`src/rtl/seq_divider.sv`:
```
// seq_divider: multi-cycle unsigned divider using repeated subtraction.
// The dividend and divisor arrive on a shared bus on the two cycles after start.
module seq_divider #(
  parameter int WIDTH = 16
) (
  input  logic             clk,
  input  logic             rst_n,
  input  logic             start,
  input  logic [WIDTH-1:0] data_in,
  output logic [WIDTH-1:0] quotient,
  output logic [WIDTH-1:0] remainder,
  output logic             done,
  output logic             busy,
  output logic             dz
);
  typedef enum logic [2:0] {IDLE, LDA, LDB, CHK, SUB, DONE} state_t;
  state_t state;
  logic [WIDTH-1:0] divisor;
  assign done = state == DONE;
  assign busy = state inside {LDA, LDB, CHK, SUB};
  always_ff @(posedge clk) begin
    if (!rst_n) begin
      state     <= IDLE;
      quotient  <= '0;
      remainder <= '0;
      divisor   <= '0;
      dz        <= 1'b0;
    end else begin
      case (state)
        IDLE: state <= start ? LDA : IDLE;
        LDA: begin
          remainder <= data_in;
          state     <= LDB;
        end
        LDB: begin
          divisor  <= data_in;
          quotient <= '0;
          dz       <= 1'b0;
          state    <= CHK;
        end
        CHK: begin
          // a zero divisor saturates the quotient and keeps the dividend as remainder
          if (divisor == '0) begin
            dz       <= 1'b1;
            quotient <= '1;
            state    <= DONE;
          end else begin
            state <= SUB;
          end
        end
        SUB: begin
          if (remainder >= divisor) begin
            remainder <= remainder - divisor;
            quotient  <= quotient + 1'b1;
          end else begin
            state <= DONE;
          end
        end
        DONE: state <= start ? LDA : DONE;
        default: state <= IDLE;
      endcase
    end
  end
endmodule

```
`config.mk`:
```
export PLATFORM = sky130hd
export DESIGN_NAME = seq_divider
export DESIGN_NICKNAME = d
export VERILOG_FILES = /design/src/rtl/seq_divider.sv
export SDC_FILE = /design/constraint.sdc
export NUM_CORES = 1
export LEC_CHECK = 0
export CAP_MARGIN = 10
export CORE_MARGIN = 3
export CORE_UTILIZATION = 59
export DETAILED_ROUTE_END_ITERATION = 8
export PLACE_DENSITY_LB_ADDON = 0.2
export SLEW_MARGIN = 20
export SYNTH_ARGS = -nofsm -noshare
export SYNTH_HDL_FRONTEND = slang
export SYNTH_SLANG_ARGS = --single-unit
```
`constraint.sdc`:
```
create_clock -name clk -period 3.54 [get_ports clk]
set_input_delay 0.708 -clock clk [delete_from_list [all_inputs] [get_ports clk]]
set_output_delay 0.708 -clock clk [all_outputs]
set_load 0.02 [all_outputs]
```
==> results of run 1 <==
[flip-flops by register name, indices dropped and copies added (netlist names)]
signal and count:
divisor 16, quotient 16, remainder 16, state 3, dz 1
[routing by layer]
metal	vias up	track usage (%)	wire [um]
met5	-	0	0
met4	0	8.64	116
met3	10	4.45	556
met2	136	45.3	4280
met1	1635	37.8	4160
li1	1714	-	-
[cells in the final DEF, fill, tap and decap left out, types with 5 or more instances in the layout]
cell | synthesis | routed
a211oi_1 | 6 | 6
buf_4 | 2 | 7
nand3_1 | 15 | 15
a21o_1 | 9 | 9
clkdlybuf4s50_1 | 0 | 53
a31oi_1 | 5 | 5
inv_1 | 39 | 39
nand2_1 | 66 | 66
a21oi_1 | 52 | 52
nor3_1 | 6 | 6
clkbuf_8 | 0 | 5
o21ai_0 | 26 | 26
ha_1 | 17 | 17
dfxtp_1 | 52 | 52
nor2_1 | 33 | 33
o221ai_1 | 9 | 9
nand3b_1 | 6 | 6
xnor2_1 | 11 | 11
nand4_1 | 6 | 6
nand2b_1 | 7 | 7
o211ai_1 | 7 | 7
nor4_1 | 7 | 7
[final timing paths]
check	start	to	slack, ps	cells after the start
max reg2reg	remainder[0]$_SDFFE_PN0P_	quotient[2]$_SDFFE_PN0P_	550	11
max	remainder[0]$_SDFFE_PN0P_	quotient[2]$_SDFFE_PN0P_	550	11
min	divisor[1]$_SDFFE_PN0P_	divisor[1]$_SDFFE_PN0P_	480	2
min reg2reg	divisor[1]$_SDFFE_PN0P_	divisor[1]$_SDFFE_PN0P_	480	2
[worst max-delay path: stages, from the launching register on]
cell and delay (ps):
dfxtp_1 340, inv_1 60, ha_1 150, inv_1 50, fa_1 400, a21oi_1 240
o211ai_1 140, a221oi_2 430, a21oi_2 170, nor3_2 550, buf_4 270, a211oi_1 80
[report_power, final]
part	internal (mW)	switching [mW]
registers	0.746	0.179
clock network	0.135	0.196
logic	1.04	1.32
total	1.92	1.70
[cell type report]
cell class                      count  area [um^2]  area share, %
Inverter                           39          146           3.60
Clock inverter                      1         5.00          0.123
Clock buffer                        6         72.6           1.79
Timing Repair Buffer               60          583           14.3
Multi-Input combinational cell    342         2130           52.3
Tap cell                           72         90.1           2.22
Sequential cell                    52         1040           25.6
[kinds of logic after synthesis]
family          synth area share, %
fa+ha+maj                      6.76
flops                          30.3
xor+xnor                       2.80
compound gates                 28.3
buf+inv                        8.25
simple gates                   22.1
mux                            1.49
[through the flow]
stage          power [mW]  cells  cell area [um^2]  worst slack, ps
5_1_grt              3.89    572              4070              291
6_report             3.62    572              4070              549
2_1_floorplan        2.62    462              3440              999
3_3_place_gp         3.22    565              3990              680
3_5_place_dp         3.26    565              3990              647
4_1_cts              3.60    572              4070              587
==> flow_metrics.env, run 1 <==
export IMPL_cts_resized=0
export IMPL_timing_slew_headroom_pct=40.7
export IMPL_rsz0062_at_grt="false"
export IMPL_area_delta_synth_final_pct=18.1
export IMPL_nFillCells=496
export IMPL_gp_congestion=0.910
export IMPL_dieHeight_um=82.4
export IMPL_synth_top_area_share_pct=30.3
export IMPL_max_freq_ghz=0.334
export IMPL_synth_edf_count=0
export IMPL_hold_slack_ps=479
export IMPL_ctsRootBufferMaster="clkbuf_8"
export IMPL_power_density_mw_per_mm2=891
export IMPL_syn_cell_area_mm2=0.00344
export IMPL_tightest_slew_ps=890
export IMPL_synth_area_leaders="dfxtp_1 30%, a21oi_1 7.6%, nand2_1 7.2%, ha_1 6.2%, inv_1 4.3%"
export IMPL_netlist_top_cell_by_area="dfxtp_1"
export IMPL_clockBufferDepth=2
export IMPL_dp_hpwl_um=6640
export IMPL_clk_pin_slew_ps=90
export IMPL_first_global_vias=3125
export IMPL_async_flop_share_pct=0
export IMPL_drive_gt1_share_pct=5.20
export IMPL_crit_type="flop to flop"
export IMPL_fp_row_count=27
export IMPL_wire_per_inst_um=15.9
export IMPL_yosysWarnings=0
export IMPL_die_width_um=82.4
export IMPL_ant_nets=0
export IMPL_finish_utilization_pct=72.9
export IMPL_grt_max_degree=32
export IMPL_final_hold_violation_count=0
export IMPL_skew_ps=7.03
export IMPL_viasPerCell=6.11
export IMPL_nets=537
export IMPL_cts_setup_buffers=0
export IMPL_dr_first_iter_drc_count=360
export IMPL_ys_types=52
export IMPL_dr_pass1_iters=5
export IMPL_required_ps=3740
export IMPL_htree_levels=2
export IMPL_outcome="completed"
export IMPL_die_area_mm2=0.00678
export IMPL_diodes=0
export IMPL_synth_seq_cells=52
export IMPL_synth_cells=462
export IMPL_holdBufCountCts=0
export IMPL_grt_util_all_layers_pct=27.9
export IMPL_synth_ff_type="dfxtp_1"
export IMPL_via_count=3495
export IMPL_cts_tree="built"
export IMPL_yosysMostFrequentCell="nand2_1"
export IMPL_cp_data_arrival_time_ps=3190
export IMPL_hold_class="flop to flop"
export IMPL_io_buffers=53
export IMPL_end_kind="flop"
export IMPL_setup_viol=0
export IMPL_ys_seq_area_share_pct=30.3
export IMPL_drc=0
export IMPL_fin_crit_sh_pct=84.5
export IMPL_synth_commonest_cells="66 x nand2_1, 52 x a21oi_1, 52 x dfxtp_1"
export IMPL_critPathMaxFanout=9
export IMPL_drt_total_wl_um=9120
export IMPL_clock_latency_ps=310
export IMPL_io_pins=54
export IMPL_finalCriticalPeriod_ps=2990
export IMPL_initial_utilization_pct=61.7
export IMPL_grt_overflow=0
export IMPL_grt_pass1_wl_um=14800
export IMPL_synth_nets=499
export IMPL_avgSynthCellArea_um2=7.45
export IMPL_maxCapViolations=0
export IMPL_coreArea_mm2=0.00557
export IMPL_setup_tns_ps=0
export IMPL_clock_sinks=52
export IMPL_peakVddDrop_mv=0.438
export IMPL_slew_viol_final=0
export IMPL_worstSetupStartpointType="flop"
export IMPL_antenna_found_initial=0
export IMPL_cts_buffers=5
export IMPL_p_leak_nw=1.51
(Power assumes the default switching activity.)
==> run 2: changes to the inputs <==
CORE_UTILIZATION = 49   (was 59)
clock period = 2.6 ns   (was 3.54 ns; I/O delays follow)
==> run 2 against run 1 <==
Effect of this change: clock power up 55%; via count is 3.5% higher; count of clock-buffer cells in the layout did not move.
==> flow_metrics.env, run 2 (same netlist as run 1, synthesis figures left out) <==
export IMPL_clock_sinks=52
export IMPL_required_ps=2840
export IMPL_critPathTopFamily="compound AO/OA/AOI/OAI gates"
export IMPL_switching_share_pct=46.0
export IMPL_grt_pass1_wl_um=16400
export IMPL_power_density_mw_per_mm2=1260
export IMPL_hold_class="flop to flop"
export IMPL_gr_usage_met1_pct=32.8
export IMPL_viasPerCell=5.86
export IMPL_maxCapViolations=0
export IMPL_fp_row_count=29
export IMPL_busiest_layer="met2"
export IMPL_io_buffers=53
export IMPL_max_freq_ghz=0.394
export IMPL_timing_slew_headroom_pct=55.5
export IMPL_ant_nets=0
export IMPL_dp_cells=607
export IMPL_final_hold_violation_count=0
export IMPL_crit_path_start="divisor[11]$_SDFFE_PN0P_"
export IMPL_grt_overflow=0
export IMPL_clockBufferDepth=2
export IMPL_met3_usage_pct=3.34
export IMPL_path_buf_inv=2
export IMPL_reg2reg_from="divisor[11]$_SDFFE_PN0P_"
export IMPL_outcome="completed"
export IMPL_use_met2_pct=40.5
export IMPL_diodes=0
export IMPL_combPwrFrac_pct=67.6
export IMPL_rsz0062_at_grt="true"
export IMPL_worstSetupStartpointType="flop"
export IMPL_rr_worst_depth=9
export IMPL_p_switching_mw=2.54
export IMPL_internal_power_mw=2.97
export IMPL_grt_max_degree=32
export IMPL_top_regs="divisor: 16 flops, quotient: 16 flops, remainder: 16 flops"
export IMPL_gp_congestion=0.882
export IMPL_p_leak_nw=1.64
export IMPL_antenna_found_initial=0
export IMPL_hp_start="divisor[15]$_SDFFE_PN0P_"
export IMPL_skew_ps=14.0
export IMPL_instances_no_fill=617
export IMPL_layout_commonest_cell="nand2_1"
export IMPL_crit_type="flop to flop"
export IMPL_end_kind="flop"
export IMPL_first_global_vias=3355
export IMPL_nets=560
export IMPL_io_pins=54
export IMPL_drt_total_wl_um=10100
export IMPL_critPathMaxFanout=6
export IMPL_initial_utilization_pct=52.4
export IMPL_finalCriticalPeriod_ps=2540
export IMPL_cp_data_arrival_time_ps=2780
export IMPL_area_delta_synth_final_pct=26.9
export IMPL_final_cell_mix="65 x nand2_1, 53 x clkdlybuf4s50_1, 51 x a21oi_1, 50 x dfxtp_1, 39 x inv_1"
export IMPL_setup_tns_ps=0
export IMPL_path_cells="inv_1 -> ha_2 -> nand3_2 -> or3_1 -> o32a_1 -> a311oi_4 -> buf_4 -> mux2_1 -> o21ai_1"
export IMPL_cts_buffers=5
export IMPL_htree_levels=2
export IMPL_dp_hpwl_um=7230
export IMPL_peakVddDrop_mv=0.536
export IMPL_timing_rr_end="remainder[12]$_SDFFE_PN0P_"
export IMPL_cp_slowest_cell="a311oi_4"
export IMPL_min_delay_worst_endpoint="divisor[15]$_SDFFE_PN0P_"
export IMPL_drive_gt1_share_pct=12.0
export IMPL_tightest_slew_ps=666
export IMPL_max_stage_delay_ps=400
export IMPL_setup_viol=0
export IMPL_dr_pass1_iters=8
export IMPL_clk_pin_slew_ps=100
export IMPL_ctsRootBufferMaster="clkbuf_8"
export IMPL_die_width_um=89.8
export IMPL_r2r_setup_slack_ps=60
export IMPL_slew_viol_final=0
export IMPL_grt_util_all_layers_pct=24.2
export IMPL_hold_depth=2
export IMPL_dr_first_iter_drc_count=234
export IMPL_fin_crit_sh_pct=97.7
export IMPL_clkPwrFrac_pct=9.3
export IMPL_wire_per_inst_um=16.3
export IMPL_seqPwrFrac_pct=23.1
export IMPL_die_area_mm2=0.00806
export IMPL_clock_latency_ps=320
export IMPL_coreArea_mm2=0.00657
export IMPL_cts_tree="built"
export IMPL_via_count=3616
export IMPL_drc=0
export IMPL_dieHeight_um=89.8
-- run 2: worst register-to-register path: stages (launching register included) --
cell	delay, ps
dfxtp_1	360
inv_1	60
ha_2	390
nand3_2	130
or3_1	330
o32a_1	220
a311oi_4	400
buf_4	180
mux2_1	320
o21ai_1	90
-- run 2: area by class of cell --
cell class                      instances  area, um^2
Sequential cell                        52        1040
Fill cell                             596        2200
Timing Repair Buffer                   83         768
Multi-Input combinational cell        342        2200
Inverter                               39         146
Clock buffer                            6        82.6
Clock inverter                          2        13.8
Tap cell                               93         116
-- run 2: metal layers --
| metal | vias to the layer above | routed length [um] |
|---|---|---|
| li1 | 1771 | - |
| met1 | 1693 | 4490 |
| met2 | 133 | 4790 |
| met3 | 19 | 617 |
| met4 | 0 | 153 |
| met5 | - | 0 |
-- run 2: power groups by stage --
stage                     sequential [mW]  clock, mW  combinational, mW
after CTS                            1.26      0.515               3.49
after floorplan                      1.42          0               2.14
after global placement               1.27          0               3.40
after global routing                 1.31      0.551               4.03
after detailed placement             1.28          0               3.44
final                                1.27      0.513               3.72
-- run 2: worst max-delay path by stage --
stage | end | slack, ps | depth (start not counted)
final | remainder[12]$_SDFFE_PN0P_ | 60 | 9
after CTS | remainder[15]$_SDFFE_PN0P_ | -4 | 9
after detailed placement | remainder[15]$_SDFFE_PN0P_ | -10 | 9
after global placement | remainder[15]$_SDFFE_PN0P_ | 30 | 9
after global routing | remainder[12]$_SDFFE_PN0P_ | -50 | 12
after floorplan | quotient[14]$_SDFFE_PN0P_ | 60 | 11
-- run 2: what timing repair did --
action / CTS / global route
resized for setup: 1 / 13
pin swaps: 1 / 3
buffers inserted: 1 / 1
hold buffers: 0 / 0
endpoints found under the setup margin: 2 / 31
-- run 2: stage by stage --
step / setup slack (ps) / cell area (um^2) / power (mW) / hold WS, ps / util, %
floorplan: 59.0 / 3440 / 3.57 / 449 / -
global placement: 32.9 / 4180 / 4.66 / 460 / 63.7
detailed placement: -10.1 / 4180 / 4.72 / 464 / 63.7
CTS: -4.05 / 4290 / 5.27 / 480 / 65.4
global route: -52.4 / 4370 / 5.89 / 510 / 66.5
finish: 58.7 / 4370 / 5.51 / 481 / 66.5
==> patch 1: new RTL, config.mk and constraints of run 2 <==
Add an input register stage for `start` and `data_in`; this delays them by one clock. Comments in the files are not updated.
--- a/src/rtl/seq_divider.sv
+++ b/src/rtl/seq_divider.sv
@@ -14,6 +14,15 @@
   output logic             dz
 );
   typedef enum logic [2:0] {IDLE, LDA, LDB, CHK, SUB, DONE} state_t;
+
+  logic start_q;
+  logic [WIDTH-1:0] data_q;
+
+  always_ff @(posedge clk) begin
+    start_q <= start;
+    data_q  <= data_in;
+  end
+
   state_t state;
   logic [WIDTH-1:0] divisor;
   assign done = state == DONE;
@@ -27,13 +36,13 @@
       dz        <= 1'b0;
     end else begin
       case (state)
-        IDLE: state <= start ? LDA : IDLE;
+        IDLE: state <= start_q ? LDA : IDLE;
         LDA: begin
-          remainder <= data_in;
+          remainder <= data_q;
           state     <= LDB;
         end
         LDB: begin
-          divisor  <= data_in;
+          divisor  <= data_q;
           quotient <= '0;
           dz       <= 1'b0;
           state    <= CHK;
@@ -56,7 +65,7 @@
             state <= DONE;
           end
         end
-        DONE: state <= start ? LDA : DONE;
+        DONE: state <= start_q ? LDA : DONE;
         default: state <= IDLE;
       endcase
     end
Behaviour: not the same (a bounded check fails within 4 cycles, from zero or initial values and one cycle with rst_n low).
==> patch 1 against run 2 <==
Clock power is 99% higher; largest cell class unchanged; cell area up 4.8%; routed wire length down 5.8%; maximum frequency is 3.5% higher; synthesized area up 8.6%; sequential power rose by 32%; power is 36% higher; first-iteration DRC count fell by 32%; sequential cell count up 17; count of clock-buffer cells in the layout is 5 higher; setup slack gained 87 ps.
==> patch 1: results (changes against run 2) <==
Status - complete, no violations
FILL cells - 635 (+6.5%)
Compound-cell area share of the yosys netlist - 0.250 (-0.0327)
VDD IR max - 779 uV (+45%)
WL per Instance - 15.7 um (-3.6%)
Slew headroom - 0.491 (-0.0643)
DRT iter0 DRCs - 158 (-32%)
Critical path fanouts, max - 30 (+24)
Netlist cell types - 62 (+19%)
Synth Net Count - 490 (-1.8%)
Share of cells above drive strength 1 - 0.113 (-0.00713)
Layout Nets - 536 (-4.3%)
HPWL after DPL - 6400 um (-11%)
CTS Buf Count - 9 (+4)
H-tree levels - 3 (+1)
Register area share after synthesis - 0.370 (+0.0672)
First-pass GRT wire length - 15800 um (-3.2%)
Max stage delay on crit path - 640 ps (+240 ps)
Vias in the first global route - 3235 (-3.6%)
Setup Skew - 8.50 ps (-5.52 ps)
Clock transition at the registers of the reported paths - 70 ps (-30 ps)
Pin count of the biggest net entering global routing - 33 (+3.1%)
Worst-Skew Late Latency - 350 ps (+30 ps)
Mux share of post-synthesis cell area - 0.00804 (-0.00687)
Int Power - 4.03 mW (+35%)
First-pass DRT Iterations - 5 (-3)
Post-CTS setup buffer count - 0 (-1)
Top post-synthesis cells by count - dfxtp_1 (69), nand2_1 (64), a21oi_1 (59)
P_leak - 1.74 nW (+6.3%)
Overall Global Routing Usage - 0.227 (-0.0147)
Via-per-instance ratio - 5.64 (-3.7%)
-- patch 1: cell types whose count changed in the layout (fill, tap and decap cells not counted), moves of 8 or more --
cell             run 2  this run
xor2_1               0         8
o221ai_1             9         1
a21o_1               9         1
buf_4               29         7
a21oi_1             51        59
dfxtp_1             50        68
inv_1               39        20
-- patch 1: area by class of cell --
cell class              count  area [um2]  share of cell area
clock buffers              11         151              0.0331
clock inverters             5        81.3              0.0178
inverters                  21        78.8              0.0172
multi-input cells         337        2150               0.471
flip-flops and latches     69        1380               0.302
well taps                  99         124              0.0271
repair buffers             61         603               0.132
-- patch 1: cells by family (layout without fill, tap and decap cells) --
family	after synthesis	after routing
buffers and inverters	48	98
AOI/OAI and AO/OA	142	143
and+or+nand+nor	157	157
adders and majority gates	18	18
xor gates and xnor gates	16	16
DFF	69	69
muxes	3	3
-- patch 1: layer usage --
metal	wire, um	GRT usage	vias to the layer above
met5	0	0	-
met4	117	0.0647	0
met3	422	0.0563	12
met2	4490	0.362	73
met1	4440	0.305	1620
li1	-	-	1698
-- patch 1: final timing paths --
check	startpoint	endpoint	slack, ps	depth (start not counted)
hold / removal	data_q[2]$_DFF_P_	divisor[2]$_SDFFE_PN0P_	450	2
hold reg to reg	data_q[2]$_DFF_P_	divisor[2]$_SDFFE_PN0P_	450	2
setup reg to reg	divisor[5]$_SDFFE_PN0P_	remainder[15]$_SDFFE_PN0P_	150	8
setup / recovery	divisor[5]$_SDFFE_PN0P_	remainder[15]$_SDFFE_PN0P_	150	8
-- patch 1: power by group through the flow --
stage	combinational [mW]	clock, mW	sequential [mW]
finish	4.80	1.02	1.68
global placement	4.65	0	1.69
CTS	4.74	1.03	1.67
detailed placement	4.68	0	1.69
floorplan	3.44	0	1.82
global route	5.30	1.08	1.73
-- patch 1: timing repair --
item                                   4_1_cts  5_1_grt
endpoints found under the hold margin        0        0
setup endpoints to repair                    0        5
resized for setup                            0        4
-- patch 1: worst register-to-register path: cells and delay by family, from the launching register on --
family                     cells  cell delay (ps)
DFF                            1              360
buffers and inverters          1               50
AOI/OAI and AO/OA              6             1590
adders and majority gates      1              350
-- patch 1: per-stage QoR --
stage | util | setup slack [ps] | power (mW) | hold slack (ps) | instances
after floorplan | - | 289 | 5.25 | 432 | 453
after global placement | 0.588 | 216 | 6.34 | 437 | 586
after detailed placement | 0.588 | 186 | 6.38 | 448 | 586
after CTS | 0.620 | 72.7 | 7.44 | 458 | 602
after global routing | 0.624 | 5.56 | 8.10 | 478 | 603
final | 0.624 | 145 | 7.50 | 453 | 603
==> patch 2: new RTL, flow settings as in run 2 <==
Without the edit above. `WIDTH`: 16 -> 32.
--- a/src/rtl/seq_divider.sv
+++ b/src/rtl/seq_divider.sv
@@ -1,7 +1,7 @@
 // seq_divider: multi-cycle unsigned divider using repeated subtraction.
 // The dividend and divisor arrive on a shared bus on the two cycles after start.
 module seq_divider #(
-  parameter int WIDTH = 16
+  parameter int WIDTH = 32
 ) (
   input  logic             clk,
   input  logic             rst_n,
Ports: changed (resized data_in, quotient and remainder); port bits go from 54 to 102. No check against the original RTL was run, so the function may have changed too.
==> patch 2 against run 2 <==
The run now ends with setup timing left; cell area is 130% higher; non-clock buffer count grew 187; routed wire length up 130%; sequential cell count increased by 48; synthesized area increased by 86%; power grew 120%; setup slack worse by 100 ps; critical endpoint is now quotient[17]$_SDFFE_PN0P_; largest power group unchanged.
==> patch 2: results (changes against run 2) <==
Status - finished with violations
Violated checks - setup timing
Port buffer count - 101 (+91%)
HPWL after DPL - 14500 um (+100%)
Critical path fanouts, max - 13 (+7)
Initial antenna violation count - 0 (unchanged)
Final WS setup - -43.8 ps (-103 ps)
Overall Global Routing Usage - 0.276 (+0.0343)
Slowest stage cell on the critical path - dfxtp_1
Endpoints failing setup - 16 (+16)
CP Capture Point - quotient[17]$_SDFFE_PN0P_
Final GP Congestion - 0.920 (+4.3%)
Via-per-instance ratio - 5.98 (+2.0%)
Share of cells above drive strength 1 - 0.289 (+0.169)
P_leak - 3.91 nW (+140%)
Place WS - -87.5 ps (-77.4 ps)
Top post-synthesis cells by count - nand2_1 (150), dfxtp_1 (100), a21oi_1 (90)
CTS Buf Count - 9 (+4)
# diodes - 0 (unchanged)
Synth area leaders - dfxtp_1 (31%), nand2_1 (8.8%), a21oi_1 (7.0%)
First-pass DRT Iterations - 5 (-3)
Setup crit start - remainder[5]$_SDFFE_PN0P_
FFs w/ async S/R, synth - 0 (unchanged)
Top Registers - divisor: 32 flops, quotient: 32 flops, remainder: 32 flops
Clock Path Buffers - 2 (unchanged)
Worst Hold Depth - 2 (unchanged)
DRT iter0 DRCs - 760 (+220%)
Worst min path class - reg -> reg
Pin count of the biggest net entering global routing - 36 (+13%)
Worst-Skew Late Latency - 360 ps (+40 ps)
Setup Skew - 11.9 ps (-2.14 ps)
Arrival time worst endpoint - 2890 ps (+110 ps)
Clock transition at the registers of the reported paths - 70 ps (-30 ps)
Commonest non-fill, non-tap cell in the layout - buf_4
Final wirelength - 22700 um (+130%)
CTS root buf - clkbuf_16
VDD IR max - 615 uV (+15%)
YS warnings - 0 (unchanged)
Slew @ Worst Pin - 587 ps (-78.7 ps)
First-pass GRT wire length - 32900 um (+100%)
H-tree levels - 3 (+1)
Netlist cell types - 64 (+23%)
Reg2Reg Depth - 12 (+3)
Layout Nets - 1170 (+110%)
Synth Net Count - 941 (+89%)
Vias in the first global route - 6759 (+100%)
Max stage delay on crit path - 400 ps (about the same)
Register area share after synthesis - 0.312 (+0.00977)
[patch 2: cell count changes after synthesis, sizes merged, moves of 22 or more]
cell	delta
nor2	+42
clkbuf	+24
o21ai	+30
dfxtp	+48
a21oi	+37
nand2	+85
a31oi	+22
[patch 2: how the worst min path moves through the flow]
stage	start	end	slack (ps)
global placement	divisor[1]$_SDFFE_PN0P_	divisor[1]$_SDFFE_PN0P_	440
global route	divisor[6]$_SDFFE_PN0P_	divisor[6]$_SDFFE_PN0P_	490
CTS	divisor[8]$_SDFFE_PN0P_	divisor[8]$_SDFFE_PN0P_	460
finish	divisor[8]$_SDFFE_PN0P_	divisor[8]$_SDFFE_PN0P_	460
detailed placement	divisor[8]$_SDFFE_PN0P_	divisor[8]$_SDFFE_PN0P_	450
floorplan	divisor[1]$_SDFFE_PN0P_	divisor[1]$_SDFFE_PN0P_	440
[patch 2: layout make-up]
cell class	count	area, um2
Clock buffer	10	229
Tap cell	172	215
Multi-Input combinational cell	675	4620
Fill cell	890	2890
Sequential cell	100	2030
Timing Repair Buffer	270	2490
Clock inverter	6	72.6
Inverter	45	171
[patch 2: timing repair]
item | in CTS | in global routing
pin swaps | 11 | 36
endpoints found under the hold margin | 0 | 0
gates resized for setup | 20 | 115
cloned | 0 | 8
setup buffers | 2 | 11
endpoints found under the setup margin | 47 | 64
[patch 2: kinds of logic (layout without fill, tap and decap cells)]
kind of cell             after synthesis  in the layout  synth area share
multiplexers                           4              4           0.00644
adder cells (fa/ha/maj)               34             34            0.0675
AND/OR/NAND/NOR                      334            334             0.238
flip-flops                           100            100             0.312
AO/OA/AOI/OAI                        276            276             0.278
XOR/XNOR                              27             27            0.0369
buffers and inverters                 97            331            0.0609
[patch 2: per-stage QoR]
step / hold slack [ps] / area (um2) / std cells / setup TNS (ps)
after CTS: 457 / 9080 / 1259 / 0
after global routing: 492 / 9830 / 1278 / -4230
final: 456 / 9830 / 1278 / -296
after detailed placement: 448 / 8620 / 1241 / -1080
after floorplan: 436 / 6450 / 872 / 0
after global placement: 444 / 8620 / 1241 / -232
[patch 2: critical path, delay by kind of cell, from the launching register on]
kind | cells | cell delay, ps
compound gates | 7 | 1390
buf+inv | 3 | 450
flops | 1 | 400
fa+ha+maj | 1 | 230
simple gates | 1 | 60
[patch 2: report_power, final]
group          internal (mW)  switching (mW)  leakage (nW)  total (mW)
Sequential              1.83           0.290         0.823        2.12
Combinational           4.19            4.25          2.95        8.43
Clock                  0.759           0.656         0.144        1.41
Total                   6.77            5.19          3.91        12.0
[patch 2: per-layer routing]
layer	vias to the layer above	wire, um	track usage
met4	0	555	0.0765
met3	54	1980	0.0571
met2	415	10500	0.449
met1	3576	9620	0.373
met5	-	0	0
li1	3595	-	-
